===== src/rtl/cpu_core_param.sv =====
// Parametrised accumulator-style CPU core: req/ack instruction and data ports,
// valid/ready output port, four registers, Z/C flags and a HALT state.
module cpu_core_param #(
  parameter int WIDTH = 8,
  parameter int AW = 8,
  parameter logic [AW-1:0] RESET_PC = '0
) (
  input  logic             clk,
  input  logic             reset,
  output logic             imemReq,
  output logic [AW-1:0]    imemAddr,
  input  logic             imemAck,
  input  logic [WIDTH-1:0] imemData,
  output logic             dmemReq,
  output logic             dmemWe,
  output logic [AW-1:0]    dmemAddr,
  output logic [WIDTH-1:0] dmemWdata,
  input  logic             dmemAck,
  input  logic [WIDTH-1:0] dmemRdata,
  output logic             outValid,
  output logic [WIDTH-1:0] outData,
  input  logic             outReady,
  output logic             halted
);
  // state   | meaning
  // stFetch | request instruction at pc
  // stExec  | decode; register ops complete here
  // stImm   | request immediate / jump target at pc
  // stMem   | load or store in flight
  // stOut   | offer rd on output port
  // stHalt  | stopped until reset
  localparam logic [2:0] stFetch = 3'd0;
  localparam logic [2:0] stExec  = 3'd1;
  localparam logic [2:0] stImm   = 3'd2;
  localparam logic [2:0] stMem   = 3'd3;
  localparam logic [2:0] stOut   = 3'd4;
  localparam logic [2:0] stHalt  = 3'd5;

  localparam logic [2:0] opLdi = 3'b000;
  localparam logic [2:0] opMov = 3'b001;
  localparam logic [2:0] opAdd = 3'b010;
  localparam logic [2:0] opSub = 3'b011;
  localparam logic [2:0] opLd  = 3'b100;
  localparam logic [2:0] opSt  = 3'b101;
  localparam logic [2:0] opJmp = 3'b110;

  logic [2:0]       state;
  logic [AW-1:0]    pc;
  logic [WIDTH-1:0] regs [4];
  logic             zFlag;
  logic             cFlag;
  logic [7:0]       ir;

  logic [2:0]       op;
  logic [1:0]       rd;
  logic [1:0]       rs;
  logic [WIDTH-1:0] rdVal;
  logic [WIDTH-1:0] rsVal;
  logic [WIDTH:0]   sum;
  logic [WIDTH:0]   diff;
  logic             jmpTaken;

  assign op    = ir[7:5];
  assign rd    = ir[4:3];
  assign rs    = ir[2:1];
  assign rdVal = regs[rd];
  assign rsVal = regs[rs];
  assign sum   = {1'b0, rdVal} + {1'b0, rsVal};
  // carry out of rd + ~rs + 1 is set exactly when no borrow occurs (rd >= rs)
  assign diff  = {1'b0, rdVal} + {1'b0, ~rsVal} + {{WIDTH{1'b0}}, 1'b1};

  // Flags only move in EXEC of ADD/SUB, so reading them in IMM matches the JMP's EXEC view.
  always_comb begin
    jmpTaken = 1'b0;
    case (rd)
      2'b00: jmpTaken = 1'b1;
      2'b01: jmpTaken = zFlag;
      2'b10: jmpTaken = cFlag;
      default: jmpTaken = !zFlag;
    endcase
  end

  assign imemReq   = !reset && (state == stFetch || state == stImm);
  assign imemAddr  = pc;
  assign dmemReq   = !reset && (state == stMem);
  assign dmemWe    = (op == opSt);
  assign dmemAddr  = AW'(rsVal);
  assign dmemWdata = rdVal;
  assign outValid  = !reset && (state == stOut);
  assign outData   = rdVal;
  assign halted    = !reset && (state == stHalt);

  always_ff @(posedge clk) begin
    if (reset) begin
      state <= stFetch;
      pc    <= RESET_PC;
      zFlag <= 1'b0;
      cFlag <= 1'b0;
      ir    <= '0;
      for (int i = 0; i < 4; i++) regs[i] <= '0;
    end else begin
      case (state)
        stFetch: if (imemAck) begin
          ir    <= imemData[7:0];
          pc    <= pc + AW'(1);
          state <= stExec;
        end
        stExec: begin
          state <= stFetch;
          case (op)
            opMov: regs[rd] <= rsVal;
            opAdd: begin
              regs[rd] <= sum[WIDTH-1:0];
              cFlag    <= sum[WIDTH];
              zFlag    <= (sum[WIDTH-1:0] == '0);
            end
            opSub: begin
              regs[rd] <= diff[WIDTH-1:0];
              cFlag    <= diff[WIDTH];
              zFlag    <= (diff[WIDTH-1:0] == '0);
            end
            opLdi, opJmp: state <= stImm;
            opLd, opSt:   state <= stMem;
            default:      state <= ir[0] ? stHalt : stOut;
          endcase
        end
        stImm: if (imemAck) begin
          state <= stFetch;
          if (op == opLdi) begin
            regs[rd] <= imemData;
            pc       <= pc + AW'(1);
          end else if (jmpTaken) begin
            pc <= AW'(imemData);
          end else begin
            pc <= pc + AW'(1);
          end
        end
        stMem: if (dmemAck) begin
          if (!dmemWe) regs[rd] <= dmemRdata;
          state <= stFetch;
        end
        stOut: if (outReady) state <= stFetch;
        stHalt: state <= stHalt;
        default: state <= stFetch;
      endcase
    end
  end
endmodule


===== config.mk =====
export PLATFORM = sky130hd
export DESIGN_NAME = cpu_core_param
export DESIGN_NICKNAME = d
export VERILOG_FILES = /design/src/rtl/cpu_core_param.sv
export SDC_FILE = /design/constraint.sdc
export NUM_CORES = 1
export LEC_CHECK = 0
export ABC_AREA = 1
export CAP_MARGIN = 30
export CORE_MARGIN = 3
export CORE_UTILIZATION = 50
export DETAILED_ROUTE_END_ITERATION = 12
export PLACE_DENSITY = 0.87
export SETUP_SLACK_MARGIN = 0.05
export SYNTH_ARGS = -nofsm -noshare
export SYNTH_HDL_FRONTEND = slang
export SYNTH_SLANG_ARGS = --single-unit

===== constraint.sdc =====
create_clock -name clk -period 2.8 [get_ports clk]
set_clock_uncertainty 0.2 [all_clocks]
set_input_delay 0.56 -clock clk [delete_from_list [all_inputs] [get_ports clk]]
set_output_delay 0.56 -clock clk [all_outputs]
set_load 0.03 [all_outputs]

==> results of run 1 <==
-- how the worst max path moves through the flow --
| stage | endpoint | slack [ns] |
|---|---|---|
| 2_1_floorplan | regs[1][2] | 0.05 |
| 3_3_place_gp | regs[0][6] | -0.14 |
| 3_5_place_dp | regs[2][6] | -0.16 |
| 4_1_cts | regs[2][6] | 0.04 |
| 5_1_grt | regs[2][6] | -0.07 |
| 6_report | regs[2][6] | 0.06 |
-- power by group through the flow --
stage,Clock (mW),Combinational [mW],Sequential [mW]
finish,0.742,1.52,0.995
global placement,0,1.28,1.00
detailed placement,0,1.29,1.00
CTS,0.746,1.32,0.989
floorplan,0,0.857,0.998
global route,0.787,1.65,0.998
-- flip-flops by register name (all words and copies together), names as in the netlist, named ones only --
register,count
regs,32
zFlag,1
cFlag,1
imemAddr,8
ir,8
state,3
-- cell usage after synthesis --
library cell / number
o2111ai_1: 2
or2_2: 3
inv_2: 14
buf_4: 9
o21bai_1: 1
a21oi_1: 49
nor3_4: 2
dfxtp_1: 25
ha_1: 17
nand2_2: 6
nand3_2: 3
xor2_1: 4
nand2_1: 129
clkbuf_1: 7
nor2_2: 7
clkinv_1: 1
fa_1: 2
nor2_1: 75
buf_2: 6
inv_4: 1
a32oi_1: 3
or2_0: 1
nand3_1: 45
nor3_1: 8
o21ai_0: 42
edfxtp_1: 32
nand4_1: 5
a21o_4: 1
o211ai_1: 7
nor2_4: 1
xnor2_1: 4
o21ai_2: 4
inv_1: 71
nand2_4: 2
clkbuf_8: 1
o22ai_1: 5
nor2_8: 1
nand3_4: 1
-- layer usage --
metal | part of all wire [%] | up-vias | GRT usage, %
li1 | - | 2136 | -
met1 | 42 | 2045 | 37.25
met4 | 2.9 | 0 | 9.798
met3 | 7.6 | 38 | 4.235
met5 | 0 | - | 0
met2 | 48 | 222 | 43.44
-- area by class of cell --
type	count	area, sq um
flip-flops and latches	57	1473
multi-input cells	430	2706
repair buffers	102	950.9
well taps	102	127.6
fillers	596	2130
clock inverters	3	42.54
clock buffers	13	148.9
inverters	87	349.1
-- metrics by stage --
| step | util [%] | hold slack (ns) |
|---|---|---|
| after global placement | 65.36 | 0.2547 |
| after global routing | 73.14 | 0.3128 |
| after CTS | 68.88 | 0.2786 |
| after detailed placement | 65.36 | 0.2650 |
| final | 73.14 | 0.2787 |
| after floorplan | - | 0.2296 |
-- kinds of logic after synthesis --
| family | count (synthesis) | synth area share (%) |
|---|---|---|
| buffers and inverters | 110 | 11.13 |
| flip-flops | 57 | 34.84 |
| XOR/XNOR | 8 | 1.670 |
| adder cells (fa/ha/maj) | 19 | 6.026 |
| AO/OA/AOI/OAI | 114 | 15.27 |
| AND/OR/NAND/NOR | 289 | 31.06 |
-- what timing repair did --
action	4_1_cts	5_1_grt
hold endpoints to repair	0	0
setup buffers	3	3
setup endpoints to repair	46	33
pin swaps	10	36
resized for setup	51	81
cloned	0	1
-- worst max-delay path: stages, from the launching register on --
cell and delay (ns):
dfxtp_4 0.36, buf_6 0.13, a21oi_2 0.15, a32oi_2 0.08, buf_4 0.18, inv_4 0.06, ha_4 0.13, inv_4 0.03
fa_2 0.39, nand4_1 0.15, nand4_1 0.15, nand3_2 0.10, nand3_2 0.07, nand2_1 0.07, nand2_1 0.07, nand2_2 0.13
nor2_2 0.06
==> results.toml, run 1 <==
[outcome]
status = "completed"

[route]
wl_per_cell_um = 16.86
first_iter_violations = 407
vias = 4441
wirelength_um = 13390
viasPerCell = 5.593
drtAntennaViolNets = 0
dr.pass1.iters = 5
drc = 0

[cts]
cts_buffers = 9
clk_latency_ns = 0.34
postCtsHoldBufs = 0
cts.sinks = 57
root_buffer = "clkbuf_8"
clkTransAtPathRegs_ns = 0.06
clock_path_buffers = 2
h-tree-depth = 3
tritoncts = "built"

[power]
p_switching_mw = 1.290
netSwitchingFraction_pct = 39.57
p_comb_share_pct = 46.7
internal_power_mw = 1.970
power.share.sequential_pct = 30.5
ir_drop_uv = 451.0
pwr-share-clk_pct = 22.8
powerDensity_mw_per_mm2 = 562.4
power_mw = 3.261
p_leak_nw = 2.592

[worst_setup_path]
cp.arrival_ns = 2.63
reg2reg_depth = 16
r2r-end = "regs[2][6]"
crit_path_end_kind = "register"
regToRegSetupSlack_ns = 0.06
worstPathMaxFanout = 6
cp-start-kind = "register"
path_class = "reg2reg"
worstPathRequired_ns = 2.69

[die]
core_area_sq_mm = 0.007928
die_area_sq_mm = 0.009523
die_w_um = 97.59
rows = 32
start_util_pct = 52.90
die_h_um = 97.59
io_pins = 58

[global_route]
grt_max_degree = 20
grt_pass1_wl_um = 20780
antenna_found_initial = 0
grt.total_usage_pct = 27.18
grt_pass1_vias = 4194
overflow = 0

[logic_synthesis]
yosys_warnings = 0
synth_top_area_cell = "edfxtp_1"
synth_fp_nets = 637
synth.ff_latch_count = 57
synthTopCellsByArea = "edfxtp_1 23%, dfxtp_1 12%, nand2_1 12%"
synth.cell_area_sq_mm = 0.004194
synth_cell_types = 38
syn_inst = 597
syn_avg_cell_area_sq_um = 7.025
netlist.area_leader.share_pct = 22.91
ys_seq_area_share_pct = 34.84

[min_path]
min_to = "ir[0]"
min_from = "ir[0]"
hold_class = "reg2reg"
min_delay_path_depth = 2

[flow_run]
cap_violations = 0

[finish]
final_cell_area_sq_mm = 0.005798
antenna-diode-count = 0
instances_no_fill = 794
final_layout_size_suffix_gt1_share_pct = 28.61
area_growth_pct = 38.25
final_cell_mix = "107 x nand2_1, 66 x nor2_1, 58 x inv_1"
final_nets = 727
final_common_cell = "nand2_1"

[sta]
setup-violations-final = 0
setup-tns-final_ns = 0
worst_slew_pin_slew_ns = 0.9056
fmax_ghz = 0.3651
maxSlewHeadroom_pct = 39.57
fin_crit_ns = 2.739
hold_viol = 0
final-max-slew-violation-count = 0
fin_crit_sh_pct = 97.81
rsz0062_at_grt = "yes"
postLayoutSetupSlackWorst_ns = 0.06129

[placement]
place_area_sq_mm = 0.005181
hpwl_um = 10120
gp_congestion = 0.9861
place_ws_ns = -0.1598
dpl.cell_count = 771
io_buffers = 57
(Power assumes the default switching activity.)
==> run 2, diff against run 1 <==
CORE_ASPECT_RATIO = 1.1   (was unset)
==> results.toml, run 2 (synthesis results as in run 1) <==
[cts]
clkTransAtPathRegs_ns = 0.08
root_buffer = "clkbuf_8"
clk_latency_ns = 0.35
cts.sinks = 57
clock_path_buffers = 2
tritoncts = "built"
postCtsHoldBufs = 0
cts_buffers = 9
h-tree-depth = 3

[route]
wl_per_cell_um = 18.05
viasPerCell = 5.728
first_iter_violations = 420
vias = 4726
dr.pass1.iters = 5
drc = 0
drtAntennaViolNets = 0
wirelength_um = 14890

[worst_setup_path]
path_class = "reg2reg"
crit_path_end_kind = "register"
cp.arrival_ns = 2.87
worstPathMaxFanout = 8
r2r-end = "regs[0][4]"
reg2reg_depth = 19
cp-start-kind = "register"
worstPathRequired_ns = 2.80
regToRegSetupSlack_ns = -0.08

[die]
die_w_um = 93.33
core_area_sq_mm = 0.008040
rows = 34
die_area_sq_mm = 0.009524
die_h_um = 102.1
start_util_pct = 52.16
io_pins = 58

[outcome]
violations = "setup timing"
status = "finished with violations"

[sta]
setup-tns-final_ns = -0.1429
hold_viol = 0
final-max-slew-violation-count = 0
fin_worst_hold_slack_ns = 0.2624
worst_slew_pin_slew_ns = 0.9720
postLayoutSetupSlackWorst_ns = -0.07639
fmax_ghz = 0.3477
maxSlewHeadroom_pct = 35.13
rsz0062_at_grt = "yes"
fin_crit_sh_pct = 102.7
setup-violations-final = 6
fin_crit_ns = 2.876

[min_path]
min_delay_path_depth = 2
min_from = "ir[1]"
hold_class = "reg2reg"

[placement]
io_buffers = 57
hpwl_um = 10140
place_ws_ns = -0.1128
gp_congestion = 0.9801

[power]
p_leak_nw = 2.698
power_mw = 3.570
ir_drop_uv = 506.4
powerDensity_mw_per_mm2 = 583.0

[global_route]
grt_pass1_wl_um = 20840
grt_pass1_vias = 4292
grt_max_degree = 16
overflow = 0
grt.total_usage_pct = 28.36
antenna_found_initial = 0

[finish]
largest_register_ffs = 32
final_nets = 752
final_common_cell = "nand2_1"
antenna-diode-count = 0
final_cell_mix = "105 x nand2_1, 69 x buf_4, 65 x nor2_1"
top_register = "regs"
area_growth_pct = 46.00
final_layout_size_suffix_gt1_share_pct = 33.47

[flow_run]
cap_violations = 0
## run 2: what timing repair did
| action | 4_1_cts | 5_1_grt |
|---|---|---|
| endpoints found under the setup margin | 44 | 27 |
| buffers inserted | 4 | 11 |
| pin swaps | 5 | 46 |
| cloned | 0 | 3 |
| gates resized for setup | 47 | 108 |
## run 2: per-layer routing
metal	vias up	GRT usage [%]	routed length, um	share of wire [%]
li1	2183	-	-	-
met1	2179	33.10	5440	37
met2	302	51.49	7555	51
met3	62	4.639	1233	8.3
met4	0	11.84	663	4.5
met5	-	0	0	0
## run 2: through the flow
step | cells | area [sq um] | util [%]
after CTS | 811 | 5610 | 69.78
after global routing | 825 | 6123 | 76.16
after global placement | 791 | 5289 | 65.78
after detailed placement | 791 | 5289 | 65.78
final | 825 | 6123 | 76.16
after floorplan | 597 | 4335 | -
## run 2: worst max path at each step
stage	from	to	cells past startpoint	slack (ns)
finish	register	regs[0][4]	19	-0.08
global route	register	regs[0][4]	19	-0.17
CTS	register	regs[0][7]	17	0.05
detailed placement	register	regs[0][6]	18	-0.11
global placement	register	regs[2][6]	18	-0.1
floorplan	register	regs[1][2]	16	0.05
## run 2: final cells by class
type,count,area [sq um]
repair buffers,126,1134
clock buffers,9,123.9
repair inverters,1,8.758
fillers,538,1917
flip-flops and latches,57,1470
multi-input cells,430,2796
well taps,108,135.1
inverters,87,351.6
clock inverters,7,103.9
## run 2: power breakdown
group          internal, mW  switching (mW)  total, mW  leakage, nW
Combinational         0.689            1.00       1.69         2.05
Clock                 0.509           0.383      0.892        0.108
Sequential            0.939          0.0493      0.988        0.537
Total                  2.14            1.43       3.57         2.70
## run 2: worst max-delay path, stage by stage, from the launching register on
cell     delay, ns
dfxtp_4       0.35
buf_12        0.15
buf_4         0.14
o21ai_2       0.13
nand2_2       0.09
inv_4         0.11
ha_4          0.15
inv_4         0.03
fa_2          0.40
nand3_1       0.14
nand2_1       0.07
nand2_1       0.05
nand2_1       0.06
nand2_1       0.07
nand3_1       0.08
nand2_1       0.09
inv_1         0.07
nor2_2        0.15
inv_2         0.07
nor2_1        0.14
==> run 3, diff against run 2 <==
--- a/config.mk
+++ b/config.mk
@@ -10,3 +10,2 @@
 export CORE_ASPECT_RATIO = 1.1
-export CORE_MARGIN = 3
 export CORE_UTILIZATION = 50
==> constraint.sdc (replaced) <==
create_clock -name clk -period 2.8 [get_ports clk]
set_clock_uncertainty 0.2 [all_clocks]
set_input_delay 0.7 -clock clk [delete_from_list [all_inputs] [get_ports clk]]
set_output_delay 0.7 -clock clk [all_outputs]
set_load 0.03 [all_outputs]
==> results.toml, run 3 (synthesis results as in run 1) <==
[outcome]
status = "finished with violations"
violations = "setup timing"

[route]
dr.pass1.iters = 5
wirelength_um = 15940
drc = 0
first_iter_violations = 606
drtAntennaViolNets = 0
wl_per_cell_um = 19.13
vias = 4950
viasPerCell = 5.942

[power]
power_mw = 3.621
ir_drop_uv = 457.3
p_leak_nw = 2.750
powerDensity_mw_per_mm2 = 583.0

[worst_setup_path]
path_class = "reg2reg"
crit_path_end_kind = "register"
reg2reg_depth = 18
worstSetupEndpoint = "regs[0][4]"
cp-start-kind = "register"
r2r-end = "regs[0][4]"
worstPathMaxFanout = 5
worstPathRequired_ns = 2.81
cp.arrival_ns = 2.89
regToRegSetupSlack_ns = -0.08

[global_route]
antenna_found_initial = 0
grt.total_usage_pct = 32.34
overflow = 0
grt_max_degree = 20
grt_pass1_vias = 4446
grt_pass1_wl_um = 21250

[sta]
setup-violations-final = 17
setup-tns-final_ns = -0.6270
hold_viol = 0
final-max-slew-violation-count = 0
fin_crit_sh_pct = 103.0
worst_slew_pin_slew_ns = 1.002
fin_crit_ns = 2.883
fmax_ghz = 0.3468
postLayoutSetupSlackWorst_ns = -0.08339
fin_worst_hold_slack_ns = 0.2693
rsz0062_at_grt = "yes"
maxSlewHeadroom_pct = 33.13

[finish]
antenna-diode-count = 0
instances_no_fill = 833
final_nets = 760
nFillCells = 507
largest_register_ffs = 32
final_cell_mix = "94 x nand2_1, 77 x buf_4, 67 x nor2_1"
area_growth_pct = 48.09
top_register = "regs"
final_common_cell = "nand2_1"
final_layout_size_suffix_gt1_share_pct = 36.97
final_cell_area_sq_mm = 0.006211

[cts]
cts.sinks = 57
root_buffer = "clkbuf_8"
postCtsHoldBufs = 0
tritoncts = "built"
h-tree-depth = 3
clkTransAtPathRegs_ns = 0.09
cts_buffers = 9
clk_latency_ns = 0.36
clock_path_buffers = 2

[die]
core_area_sq_mm = 0.008040
die_area_sq_mm = 0.008759
rows = 34
start_util_pct = 52.16
die_w_um = 89.33
die_h_um = 98.06
io_pins = 58

[placement]
gp_congestion = 0.9200
hpwl_um = 9940
io_buffers = 57
dpl.cell_count = 796
place_area_sq_mm = 0.005341

[min_path]
hold_class = "reg2reg"
min_delay_path_depth = 2

[flow_run]
cap_violations = 0
run 3: cell count changes in the layout (fill, tap and decap cells not counted), sizes merged:
cell / before / now
clkinvlp: 2 / 3
bufinv: 2 / 1
clkbuf: 11 / 17
dlygate4sd2: 18 / 7
buf: 75 / 88
run 3: worst min path at each step:
stage,startpoint,endpoint,slack [ns]
floorplan,ir[0],ir[0],0.23
global placement,ir[0],ir[0],0.25
detailed placement,ir[0],ir[0],0.26
CTS,ir[1],register,0.28
global route,ir[1],register,0.29
finish,ir[1],register,0.27
run 3: final cells by class:
class / instances / area (sq um) / share of cell area (%)
sequential: 57 / 1470 / 23.67
tap: 108 / 135.1 / 2.176
multi-input combinational: 430 / 2849 / 45.87
clock inverter: 7 / 78.83 / 1.269
timing repair buffer: 134 / 1196 / 19.26
inverter: 87 / 346.6 / 5.580
clock buffer: 9 / 123.9 / 1.994
timing repair inverter: 1 / 11.26 / 0.1813
run 3: worst max-delay path, cell delays in order, from the launching register on:
cell	delay [ns]
dfxtp_4	0.38
clkbuf_16	0.16
a21oi_2	0.15
o21ai_1	0.09
nand2_1	0.10
inv_2	0.09
ha_4	0.18
fa_2	0.41
nand2_2	0.10
nand2_4	0.07
nand3_1	0.09
nand2_2	0.09
nand2_2	0.09
nand3_2	0.08
nand2_2	0.08
inv_2	0.05
nor2_4	0.12
inv_2	0.07
nor2_1	0.13
run 3: layer usage:
metal	wire (um)	share of wire (%)	up-vias	global-route usage, %
li1	-	-	2195	-
met1	5656	35	2288	36.63
met2	8028	50	373	56.25
met3	1222	7.7	94	4.987
met4	1029	6.5	0	18.93
met5	0	0	-	0
run 3: timing repair:
action,CTS,global route
pin swaps,8,46
gates cloned,0,3
gates resized for setup,56,129
setup buffers,6,13
endpoints found under the setup margin,39,38
run 3: where the power goes:
group          switching [mW]  total, mW  leakage [nW]  internal, mW
clock                   0.386      0.802        0.0921         0.416
sequential             0.0501      0.989         0.537         0.939
combinational            1.09       1.83          2.12         0.745
total                    1.52       3.62          2.75          2.10
run 3: through the flow:
step	utilization [%]	worst slack, ns
floorplan	-	0.04911
global placement	66.43	-0.0006672
detailed placement	66.43	-0.08730
CTS	70.65	0.03508
global route	77.25	-0.2036
finish	77.25	-0.08339
